<file path="src/rtl/latch_sampler_pkg.sv">
// Shared types and default constants for the latch_sampler block.
package latch_sampler_pkg;

  localparam int DEF_WIDTH         = 8;
  localparam int DEF_SYNC_STAGES   = 2;
  localparam int DEF_SETTLE_CYCLES = 2;

  // Sampler FSM: wait for an open phase, wait for close, let the latch
  // output settle, then take one sample.
  typedef enum logic [1:0] {
    IDLE    = 2'd0,
    OPEN    = 2'd1,
    SETTLE  = 2'd2,
    CAPTURE = 2'd3
  } state_e;

endpackage

</file>
<file path="src/rtl/latch_sampler_if.sv">
// Bundle of the upstream latch signals and the downstream valid/ready port.
// master = sampler side, slave = latch/consumer side.
interface latch_sampler_if
  import latch_sampler_pkg::*;
#(
  parameter int WIDTH = DEF_WIDTH
);

  logic             lat_en;
  logic [WIDTH-1:0] lat_q;
  logic [WIDTH-1:0] out_data;
  logic             out_valid;
  logic             out_ready;
  logic             overrun;
  logic             ovr_clr;

  modport master (
    input  lat_en,
    input  lat_q,
    input  out_ready,
    input  ovr_clr,
    output out_data,
    output out_valid,
    output overrun
  );

  modport slave (
    output lat_en,
    output lat_q,
    output out_ready,
    output ovr_clr,
    input  out_data,
    input  out_valid,
    input  overrun
  );

endinterface

</file>
<file path="src/rtl/sync_ff.sv">
// Multi-flop single-bit synchronizer, async active-high reset to 0.
module sync_ff
  import latch_sampler_pkg::*;
#(
  parameter int STAGES = DEF_SYNC_STAGES
) (
  input  logic clk,
  input  logic rst,
  input  logic d_i,
  output logic q_o
);

  logic [STAGES-1:0] sync_q;

  // Shift the asynchronous input through the flop chain.
  always_ff @(posedge clk or posedge rst) begin
    if (rst) begin
      sync_q <= '0;
    end else begin
      sync_q <= {sync_q[STAGES-2:0], d_i};
    end
  end

  assign q_o = sync_q[STAGES-1];

endmodule

</file>
<file path="src/rtl/latch_sampler.sv">
// latch_sampler: brings the value held by a level-sensitive latch into the
// clk domain once the latch has closed and stayed closed long enough.
// Optional build macro LATCH_SAMPLER_STABLE_CHECK_EN: also require lat_q to
// read identically on consecutive SETTLE cycles before capturing.
module latch_sampler
  import latch_sampler_pkg::*;
#(
  parameter int WIDTH         = DEF_WIDTH,
  parameter int SYNC_STAGES   = DEF_SYNC_STAGES,
  parameter int SETTLE_CYCLES = DEF_SETTLE_CYCLES
) (
  input  logic clk,
  input  logic rst,
  latch_sampler_if.master bus
);

  localparam int               CNT_W    = $clog2(SETTLE_CYCLES + 1);
  localparam logic [CNT_W-1:0] CNT_LAST = CNT_W'(SETTLE_CYCLES - 1);
  localparam logic [CNT_W-1:0] CNT_ONE  = CNT_W'(1);

  logic             en_s;
  logic             en_d_q;
  logic             fall;

  state_e           state_q, state_d;
  logic [CNT_W-1:0] cnt_q, cnt_d;
  logic             cap;
  logic [WIDTH-1:0] cap_src;

  logic [WIDTH-1:0] data_q, data_d;
  logic             valid_q, valid_d;
  logic             ovr_q, ovr_d;

  sync_ff #(
    .STAGES (SYNC_STAGES)
  ) u_sync (
    .clk (clk),
    .rst (rst),
    .d_i (bus.lat_en),
    .q_o (en_s)
  );

  // One-cycle delay of the synchronized enable for close detection.
  always_ff @(posedge clk or posedge rst) begin
    if (rst) begin
      en_d_q <= 1'b0;
    end else begin
      en_d_q <= en_s;
    end
  end

  assign fall = en_d_q & ~en_s;

`ifdef LATCH_SAMPLER_STABLE_CHECK_EN
  logic [WIDTH-1:0] samp_q, samp_d;

  // Registered copy of lat_q used both for the stability compare and as
  // the captured value.
  always_ff @(posedge clk or posedge rst) begin
    if (rst) begin
      samp_q <= '0;
    end else begin
      samp_q <= samp_d;
    end
  end

  assign cap_src = samp_q;
`else
  assign cap_src = bus.lat_q;
`endif

  // FSM and settle counter registers.
  always_ff @(posedge clk or posedge rst) begin
    if (rst) begin
      state_q <= IDLE;
      cnt_q   <= '0;
    end else begin
      state_q <= state_d;
      cnt_q   <= cnt_d;
    end
  end

  // Next-state logic: open phase must be seen, then a quiet close of
  // SETTLE_CYCLES before the single capture cycle.
  always_comb begin
    state_d = state_q;
    cnt_d   = cnt_q;
    cap     = 1'b0;
`ifdef LATCH_SAMPLER_STABLE_CHECK_EN
    samp_d  = samp_q;
`endif
    case (state_q)
      IDLE: begin
        if (en_s) begin
          state_d = OPEN;
        end
      end
      OPEN: begin
        if (fall) begin
          state_d = SETTLE;
          cnt_d   = '0;
`ifdef LATCH_SAMPLER_STABLE_CHECK_EN
          samp_d  = bus.lat_q;
`endif
        end
      end
      SETTLE: begin
`ifdef LATCH_SAMPLER_STABLE_CHECK_EN
        samp_d = bus.lat_q;
`endif
        if (en_s) begin
          // Latch reopened before the value was trusted: no capture.
          state_d = OPEN;
          cnt_d   = '0;
`ifdef LATCH_SAMPLER_STABLE_CHECK_EN
        end else if (bus.lat_q != samp_q) begin
          // Output still moving: restart the quiet-time count.
          cnt_d = '0;
`endif
        end else if (cnt_q == CNT_LAST) begin
          state_d = CAPTURE;
          cnt_d   = cnt_q + CNT_ONE;
        end else begin
          cnt_d = cnt_q + CNT_ONE;
        end
      end
      CAPTURE: begin
        cap     = 1'b1;
        state_d = IDLE;
      end
      default: begin
        state_d = IDLE;
      end
    endcase
  end

  // Output register next-state: accept a capture if the slot is free or
  // being emptied this cycle, otherwise flag the drop. Set beats clear.
  always_comb begin
    data_d  = data_q;
    valid_d = valid_q;
    ovr_d   = ovr_q;
    if (bus.ovr_clr) begin
      ovr_d = 1'b0;
    end
    if (cap) begin
      if (!valid_q || bus.out_ready) begin
        data_d  = cap_src;
        valid_d = 1'b1;
      end else begin
        ovr_d = 1'b1;
      end
    end else if (valid_q && bus.out_ready) begin
      valid_d = 1'b0;
    end
  end

  // Output word, valid flag and sticky overrun.
  always_ff @(posedge clk or posedge rst) begin
    if (rst) begin
      data_q  <= '0;
      valid_q <= 1'b0;
      ovr_q   <= 1'b0;
    end else begin
      data_q  <= data_d;
      valid_q <= valid_d;
      ovr_q   <= ovr_d;
    end
  end

  assign bus.out_data  = data_q;
  assign bus.out_valid = valid_q;
  assign bus.overrun   = ovr_q;

endmodule

</file>
<file path="src/flat_wrapper.sv">
// flat-port wrapper written by rule: the top's interface ports become plain ports
module latch_sampler_flat import latch_sampler_pkg::*;
#(
  parameter int WIDTH         = DEF_WIDTH,
  parameter int SYNC_STAGES   = DEF_SYNC_STAGES,
  parameter int SETTLE_CYCLES = DEF_SETTLE_CYCLES
)
  (clk, rst, bus_lat_en, bus_lat_q, bus_out_ready, bus_ovr_clr, bus_out_data, bus_out_valid, bus_overrun);
  latch_sampler_if #(.WIDTH(WIDTH)) bus_i ();
  input  logic clk;
  input  logic rst;
  input wire logic [$bits(bus_i.lat_en)-1:0] bus_lat_en;
  input wire logic [$bits(bus_i.lat_q)-1:0] bus_lat_q;
  input wire logic [$bits(bus_i.out_ready)-1:0] bus_out_ready;
  input wire logic [$bits(bus_i.ovr_clr)-1:0] bus_ovr_clr;
  output wire logic [$bits(bus_i.out_data)-1:0] bus_out_data;
  output wire logic [$bits(bus_i.out_valid)-1:0] bus_out_valid;
  output wire logic [$bits(bus_i.overrun)-1:0] bus_overrun;
  assign bus_i.lat_en = bus_lat_en;
  assign bus_i.lat_q = bus_lat_q;
  assign bus_i.out_ready = bus_out_ready;
  assign bus_i.ovr_clr = bus_ovr_clr;
  assign bus_out_data = bus_i.out_data;
  assign bus_out_valid = bus_i.out_valid;
  assign bus_overrun = bus_i.overrun;
  latch_sampler #(.WIDTH(WIDTH), .SYNC_STAGES(SYNC_STAGES), .SETTLE_CYCLES(SETTLE_CYCLES)) u_core (.clk(clk), .rst(rst), .bus(bus_i));
endmodule
</file>
<file path="config.mk">
export PLATFORM = sky130hd
export DESIGN_NAME = latch_sampler_flat
export DESIGN_NICKNAME = d
export VERILOG_FILES = /design/src/rtl/latch_sampler_pkg.sv /design/src/rtl/latch_sampler_if.sv /design/src/rtl/sync_ff.sv /design/src/rtl/latch_sampler.sv /design/src/flat_wrapper.sv
export SDC_FILE = /design/constraint.sdc
export NUM_CORES = 1
export LEC_CHECK = 0
export BUFFER_PORTS_ARGS = -buffer_cell sky130_fd_sc_hd__buf_2
export CORE_ASPECT_RATIO = 0.9
export CORE_MARGIN = 5
export CORE_UTILIZATION = 47
export DETAILED_ROUTE_END_ITERATION = 16
export PLACE_DENSITY = 0.8
export SLEW_MARGIN = 20
export SYNTH_ARGS = -nofsm -noshare
export SYNTH_HDL_FRONTEND = slang
export SYNTH_SLANG_ARGS = --single-unit
</file>
<file path="constraint.sdc">
create_clock -name clk -period 1.5 [get_ports clk]
set_input_delay 0.225 -clock clk [delete_from_list [all_inputs] [get_ports clk]]
set_output_delay 0.225 -clock clk [all_outputs]
set_load 0.02 [all_outputs]
</file>
==> flow_metrics.py <==
metrics = {
    "clock_tree": {
        "clk-insertion-delay-late_ns": 0.28,
        "cts_root_buffer": "clkbuf_4",
        "htree_levels": 1,
        "cts_setup_buffers": 0,
        "numClockSinks": 17,
        "clockBufferDepth": 2,
        "cts.repair.resized": 0,
        "cts_tree": "done",
        "clk_pin_slew_ns": 0.10,
        "numCtsBuffers": 3,
        "holdBufCountCts": 0,
    },
    "floorplan": {
        "die_y_um": 47.22,
        "fp.dieArea_sq_mm": 0.002424,
        "ios": 23,
        "initial_core_util_pct": 49.96,
        "core-area_sq_mm": 0.001448,
        "std_cell_rows": 13,
        "die_width_um": 51.35,
    },
    "yosys": {
        "yosysSeqAreaShare_pct": 58.82,
        "synth_top_cell_area_share_pct": 58.82,
        "netlist_instances": 52,
        "synth_nets": 66,
        "netlist_area_sq_um": 723.2,
        "ys_ff_latch": 17,
        "yosys_warnings": 0,
        "synthTopCellsByArea": "dfrtp_1 59%, mux2_4 17%, a21oi_1 3.5%",
        "synthDistinctLibCells": 17,
        "synth_top_area_cell": "dfrtp_1",
        "syn_area_per_cell_sq_um": 13.91,
    },
    "critical_path": {
        "endpoint": "u_core.bus.out_data[0]",
        "r2r_setup_slack_ns": 0.12,
        "r2r_start": "u_core.state_q[0]",
        "startpoint": "u_core.state_q[0]",
        "crit_chain": "nand2_2, nor2b_4, mux2_4",
        "path_buf_inv": 0,
        "cp_top_family": "flip-flops",
        "cp-start-kind": "register",
        "crit_arrival_ns": 1.55,
        "cp_slowest_cell": "dfrtp_1",
        "worstSetupEndpointType": "register",
        "path_depth": 3,
        "critPathKind": "register to register",
        "max_stage_delay_ns": 0.48,
        "path_max_fanout": 8,
        "crit_required_ns": 1.67,
        "reg2reg_depth": 3,
        "r2r_end": "u_core.bus.out_data[0]",
    },
    "timing": {
        "hold_viol_final": 17,
        "finClkSkew_ns": 0.003739,
        "fin_ws_ns": 0.1238,
        "grt_setup_unrepaired": "false",
        "timing.final.crit_period_ns": 1.376,
        "finalCritPeriodShare_pct": 91.75,
        "whs_ns": -0.009250,
        "worst_slew_pin_slew_ns": 0.6024,
        "setup_violations": 0,
        "fmax_ghz": 0.7266,
        "drv_slew": 0,
        "relSlewSlack_pct": 59.79,
        "timing.setup.tns_ns": 0,
    },
    "layout": {
        "fin_cells": 91,
        "diodes": 0,
        "drive_gt1_share_pct": 47.37,
        "layout.nets": 91,
        "layout_commonest_cell": "buf_2",
        "area_growth_pct": 17.82,
        "final_cell_mix": "22 x buf_2, 17 x dfrtp_1, 8 x mux2_4, 5 x a21oi_1",
    },
    "power_and_ir_drop": {
        "p_per_area_mw_per_mm2": 1623,
        "ir_worst_vdd_v": 0.0008589,
        "leakage_nw": 0.4339,
    },
    "run": {
        "max_cap_viol_count": 0,
    },
    "placement": {
        "numPortBuffers": 22,
        "place_ws_ns": 0.1174,
        "gp_congestion": 0.7183,
        "place_inst": 87,
        "dp_hpwl_um": 1037,
    },
    "global_routing": {
        "grt_remaining_overflow": 0,
        "grt_pass1_vias": 486,
        "grt_max_degree": 18,
        "grt_antenna_before_repair": 0,
        "grt_pass1_wl_um": 2035,
        "grt_usage_pct": 12.21,
    },
    "routing": {
        "final_antenna_net_count": 0,
        "dr.pass1.iters": 4,
        "wl_per_cell_um": 14.00,
        "vias": 437,
        "via_per_inst": 4.802,
        "drc": 0,
        "postRouteWirelength_um": 1274,
        "drt_iter0_markers": 5,
    },
    "run_status": {
        "violations": "negative hold slack",
        "outcome": "finished with violations",
    },
    "min_path": {
        "hold_class": "primary input to asynchronous set/reset pin",
    },
}
## routing by layer
layer | part of all wire (%) | vias up | global-route usage, % | routed length [um]
met4 | 0 | 0 | 3.141 | 0
met2 | 53 | 14 | 22.62 | 677
met1 | 39 | 201 | 12.22 | 494
li1 | - | 222 | - | -
met5 | 0 | - | 0 | 0
met3 | 8.0 | 0 | 6.667 | 102
## through the flow
stage                     total power, W  area, sq um  utilization (%)
after CTS                       0.001401        852.1            58.86
after detailed placement        0.001166        824.5            56.96
after global routing            0.001459        852.1            58.86
after global placement          0.001136        824.5            56.96
final                           0.001383        852.1            58.86
after floorplan                 0.001007        723.2                -
## cell type report
| cell class | count | area [sq um] |
|---|---|---|
| Inverter | 4 | 15.01 |
| Clock buffer | 3 | 22.52 |
| Sequential cell | 17 | 425.4 |
| Multi-Input combinational cell | 29 | 255.2 |
| Tap cell | 15 | 18.77 |
| Timing Repair Buffer | 22 | 110.1 |
| Clock inverter | 1 | 5.005 |
| Fill cell | 123 | 595.6 |
## worst min path at each step
stage,startpoint,to,cells after the start
2_1_floorplan,rst,u_core.bus.out_data[0],1
3_3_place_gp,rst,u_core.u_sync.sync_q[0],2
3_5_place_dp,rst,u_core.u_sync.sync_q[0],2
4_1_cts,rst,u_core.cnt_q[1],2
5_1_grt,rst,u_core.state_q[0],2
6_report,rst,u_core.bus.out_data[4],2
## cell usage after synthesis (all sizes together)
cell type and instances:
a211oi 1, a21oi 5, buf 2, dfrtp 17
ha 1, inv 4, mux2 8, mux2i 1
nand2 2, nand2b 1, nand3b 2, nor2 4
nor2b 1, o22ai 2, or2b 1
## registers in the layout (all words and copies together) (netlist names)
| register | flops |
|---|---|
| u_core.bus.out_data | 8 |
| u_core.state_q | 2 |
| u_core.bus.out_valid | 1 |
| u_core.bus.overrun | 1 |
| u_core.cnt_q | 2 |
| u_core.en_d_q | 1 |
| u_core.u_sync.sync_q | 2 |
## kinds of logic (layout without fill, tap and decap cells)
group                      count (synthesis)  count (layout)  synth area share (%)
muxes                                      9               9                 17.99
buffers and inverters                      6              30                 5.882
DFF                                       17              17                 58.82
and+or+nand+nor                           11              11                 9.342
adders and majority gates                  1               1                 1.730
AOI/OAI and AO/OA                          8               8                 6.228
## where the power goes
| part | switching [W] | internal, W |
|---|---|---|
| registers | 0.0000834 | 0.000579 |
| clock network | 0.000136 | 0.0000990 |
| logic | 0.000247 | 0.000238 |
| total | 0.000467 | 0.000916 |
Note: power is estimated with default switching activity, not from simulation.
